## src/rtl/regfile_mp.sv

```systemverilog
// Multi-read-port register file with byte strobes, optional write bypass and zero register.
// Read latency 1 cycle; a reset starts a DEPTH-cycle clear sweep (one entry per enabled cycle).
// No backpressure: requests are ignored while busy, and en=0 freezes every piece of state.
module regfile_mp #(
   parameter int DATA_W   = 32,
   parameter int ADDR_W   = 5,
   parameter int NUM_RD   = 2,
   parameter int ZERO_REG = 1,
   parameter int BYPASS   = 1
) (
   input  logic                       clk,
   input  logic                       reset,
   input  logic                       en,
   input  logic [NUM_RD-1:0]          rd_en,
   input  logic [NUM_RD*ADDR_W-1:0]   rd_addr,
   output logic [NUM_RD*DATA_W-1:0]   rd_data,
   output logic [NUM_RD-1:0]          rd_valid,
   input  logic                       we,
   input  logic [ADDR_W-1:0]          wr_addr,
   input  logic [DATA_W-1:0]          wr_data,
   input  logic [DATA_W/8-1:0]        wr_strb,
   output logic                       busy
);

   localparam int DEPTH = 1 << ADDR_W;
   localparam int NB    = DATA_W / 8;

   typedef enum logic {S_INIT, S_READY} state_t;

   state_t              state, state_nxt;
   logic [ADDR_W-1:0]   idx, idx_nxt;
   logic [DATA_W-1:0]   mem [DEPTH];
   logic [DATA_W-1:0]   wmask;
   logic                wr_ok;
   logic [DATA_W-1:0]   rd_val [NUM_RD];

   // State and sweep index register; reset restarts the clear sweep from entry 0.
   always_ff @(posedge clk) begin
      if (reset) begin
         state <= S_INIT;
         idx   <= '0;
      end else begin
         state <= state_nxt;
         idx   <= idx_nxt;
      end
   end

   // Sweep advances one entry per enabled cycle; completion is detected on the last index, not on wrap.
   always_comb begin
      state_nxt = state;
      idx_nxt   = idx;
      if (en && state == S_INIT) begin
         idx_nxt = idx + 1'b1;
         if (idx == ADDR_W'(DEPTH - 1))
            state_nxt = S_READY;
      end
   end

   assign busy = (state == S_INIT);

   // Expand byte strobes into a bit mask shared by the array write and the bypass merge.
   always_comb begin
      wmask = '0;
      for (int b = 0; b < NB; b++)
         wmask[8*b +: 8] = {8{wr_strb[b]}};
   end

   assign wr_ok = en && (state == S_READY) && we && !((ZERO_REG != 0) && (wr_addr == '0));

   // Array write port: clears during the sweep, strobed merge in normal operation. No reset on storage.
   always_ff @(posedge clk) begin
      if (!reset && en) begin
         if (state == S_INIT)
            mem[idx] <= '0;
         else if (wr_ok)
            mem[wr_addr] <= (mem[wr_addr] & ~wmask) | (wr_data & wmask);
      end
   end

   // Per-port read value: old entry, optionally merged with a same-cycle write, forced to 0 for entry 0.
   always_comb begin
      for (int i = 0; i < NUM_RD; i++) begin
         rd_val[i] = mem[rd_addr[i*ADDR_W +: ADDR_W]];
         if ((BYPASS != 0) && we && (wr_addr == rd_addr[i*ADDR_W +: ADDR_W]))
            rd_val[i] = (rd_val[i] & ~wmask) | (wr_data & wmask);
         if ((ZERO_REG != 0) && (rd_addr[i*ADDR_W +: ADDR_W] == '0))
            rd_val[i] = '0;
      end
   end

   // Registered read outputs; data holds on ports that are not reading, valid follows rd_en.
   always_ff @(posedge clk) begin
      if (reset) begin
         rd_data  <= '0;
         rd_valid <= '0;
      end else if (en) begin
         if (state == S_READY) begin
            for (int i = 0; i < NUM_RD; i++) begin
               rd_valid[i] <= rd_en[i];
               if (rd_en[i])
                  rd_data[i*DATA_W +: DATA_W] <= rd_val[i];
            end
         end else begin
            rd_valid <= '0;
         end
      end
   end

endmodule

```

## config.mk

```make
export PLATFORM = sky130hd
export DESIGN_NAME = regfile_mp
export DESIGN_NICKNAME = d
export VERILOG_FILES = /design/src/rtl/regfile_mp.sv
export SDC_FILE = /design/constraint.sdc
export NUM_CORES = 2
export LEC_CHECK = 0
export BUFFER_PORTS_ARGS = -buffer_cell sky130_fd_sc_hd__clkbuf_2
export CAP_MARGIN = 5
export CORE_MARGIN = 1
export CORE_UTILIZATION = 30
export CTS_CLUSTER_DIAMETER = 120
export DETAILED_ROUTE_END_ITERATION = 10
export GPL_TIMING_DRIVEN = 0
export HOLD_SLACK_MARGIN = 0.1
export PLACE_DENSITY_LB_ADDON = 0.25
export SLEW_MARGIN = 20
export SYNTH_ARGS = -nofsm -noshare
export SYNTH_HDL_FRONTEND = slang
export SYNTH_SLANG_ARGS = --single-unit
```

## constraint.sdc

```tcl
create_clock -name clk -period 5.76 [get_ports clk]
set_input_delay 0.576 -clock clk [delete_from_list [all_inputs] [get_ports clk]]
set_output_delay 0.576 -clock clk [all_outputs]
set_load 0.02 [all_outputs]
```

==> metrics.csv <==
metric,value,unit
pre_cts_slack,0.272,ns
worstPathMaxFanout,17,
synthSimpleGateAreaFrac,0.0322,
synth-xor-area-share,0.00190,
grt_pass1_wl,411000,µm
num_vias,45900,
skew,0.0325,ns
p_leak,24.7,nW
seq_power_share,0.445,
yosysSeqAreaShare,0.536,
synth_warnings,0,
first_global_vias,42800,
status,finished clean,
switchingPower,0.00519,W
wl,320000,µm
cts_buffers,133,
die_x,449,µm
yosysTopAreaCellShare,0.512,
clk_pin_slew_worst_paths,0.06,ns
crit_path_end_kind,flip-flop,
tritoncts,yes,
ant_nets,0,
drive_gt1_frac,0.334,
fillers,18700,
synthFlopType,edfxtp_1,
hp-class,input pin to flip-flop,
p_total,0.0193,W
yosysMostFrequentCell,edfxtp_1,
synth_top_family_by_area,multiplexers,
syn_nets,3825,
syn_avg_cell_area,15.9,µm²
cts.sinks,1096,
drtPass1Iterations,6,
synth-edff-count,1024,
power-per-cell-area,272,mW/mm²
hold_violations,0,
synth-async-reset-ratio,0,
drc,0,
start_kind,input pin,
globalplace.congestion,1.01,
cts_max_path_buffers,3,
via_per_inst,6.65,
post-route-util,0.359,
critPathArrivalTime,5.72,ns
grt_start_max_net_pins,33,
p_clk_frac,0.447,
synth_adder_area_share,0.000417,
port_buffers,110,
synthTopCellsByCount,"1024 x edfxtp_1, 512 x mux4_2, 454 x mux2i_1",
setup_tns,0,ns
grt_use_total,0.309,
grt_overflow,0,
pwr-share-comb,0.107,
synthToLayoutAreaGrowth,18.4,%
finalCritPeriodShare,0.881,
h-tree-depth,4,
muxShareOfSynthArea,0.304,
die-area,0.202,mm²
cap_violations,0,
drv_slew,0,
yosys-top-cells-area,"edfxtp_1 51%, mux4_2 19%, mux2i_1 7.6%",
dp_hpwl,232000,µm
postSynthCellCount,3766,
syn_area,0.0600,mm²
die_height,449,µm
synthDistinctLibCells,75,
grt_antenna_before_repair,16,
setup_viol_count_final,0,
ioPinCount,124,
worstPathRequired,6.41,ns
clk_latency,0.81,ns
clockRootBuffer,clkbuf_16,
rsz0062_at_grt,false,
swShare,0.268,
period_minus_slack,5.07,ns
wl_per_cell,46.5,µm
tightest_slew,1.35,ns
rows,163,
synth_compound_area_frac,0.0867,
clock.fmax,197,MHz
slew_headroom,0.0956,
fin_nets,4198,
vdd_drop_max,329,µV
yosys.area.top_type,edfxtp_1,
ys_ff_latch,1096,
path_class,input pin to flip-flop,
drtIter0Drc,8585,
p_int,0.0142,W
core_area,0.198,mm²
layout_setup_ws,0.687,ns
start_util,0.303,
-- area by class of cell --
class,count,area (µm²),share of cell area
Tap cell,2640,3300,0.0465
Buffer,341,2040,0.0288
Inverter,82,308,0.00433
Timing Repair Buffer,238,2730,0.0384
Sequential cell,1096,32200,0.453
Clock inverter,71,698,0.00982
Antenna cell,6,15.0,0.000211
Multi-Input combinational cell,2247,26200,0.368
Clock buffer,173,3630,0.0510
-- state kept, by name, summed over array words and instances (netlist names) --
register and flops:
idx 5, state 1, rd_valid 2, mem 1024, rd_data 64
-- power groups by stage --
stage               clock network [W]  logic [W]  registers, W
global placement                    0    0.00191       0.00879
finish                        0.00866    0.00208       0.00862
floorplan                           0   0.000961       0.00878
detailed placement                  0    0.00196       0.00878
CTS                           0.00862    0.00196       0.00862
global route                  0.00890    0.00201       0.00862
-- stage by stage --
| step | area, µm² | hold WS (ns) | instances |
|---|---|---|---|
| CTS | 71100 | 0.144 | 6887 |
| global placement | 63900 | 0.466 | 6516 |
| global route | 71100 | 0.189 | 6890 |
| floorplan | 60000 | 0.514 | 3766 |
| finish | 71100 | 0.182 | 6894 |
| detailed placement | 66700 | 0.474 | 6642 |
-- critical path: stages --
cell and delay, ns:
clkbuf_2 0.19, buf_6 0.25, buf_2 0.35, nor2_1 1.09, clkbuf_1 0.92, a22oi_1 0.22
a31oi_1 1.00, o21ai_1 0.29, a21oi_4 0.51, buf_16 0.21
-- layer usage --
layer	vias up	track usage	wire length (µm)
met5	-	0	17
met4	2	0.257	32200
met3	980	0.102	43500
met2	4205	0.429	130000
met1	24000	0.388	115000
li1	16700	-	-
-- cell usage in the layout, fill, tap and decap left out, types with 65 or more instances in the layout --
master	instances
mux2i_1	454
mux2_2	109
a21oi_1	97
clkbuf_1	116
clkbuf_16	139
clkbuf_2	135
mux4_2	512
inv_1	81
nand2_1	200
dfxtp_1	72
buf_2	171
a22o_1	65
a22oi_1	73
edfxtp_1	1024
o22ai_1	88
-- logic make-up after synthesis --
group                    after synthesis
AO/OA/AOI/OAI                        689
XOR/XNOR                              13
adder cells (fa/ha/maj)                2
buffers and inverters                423
flip-flops                          1096
multiplexers                        1112
AND/OR/NAND/NOR                      431
-- repair_timing --
action	CTS	global route
gates resized for setup	0	0
hold buffers	1	0
hold endpoints to repair	1	0
setup buffers	0	0
-- path summary, 6_finish.rpt --
check                 to  slack [ns]         from  depth (start not counted)
min reg2reg  rd_valid[1]        0.49  rd_valid[1]                          2
max           mem[20][9]        0.69   wr_addr[3]                         10
min          rd_data[35]        0.18   wr_data[3]                          3
max reg2reg  rd_data[52]        2.37        state                          7
Note: power is estimated with default switching activity, not from simulation.
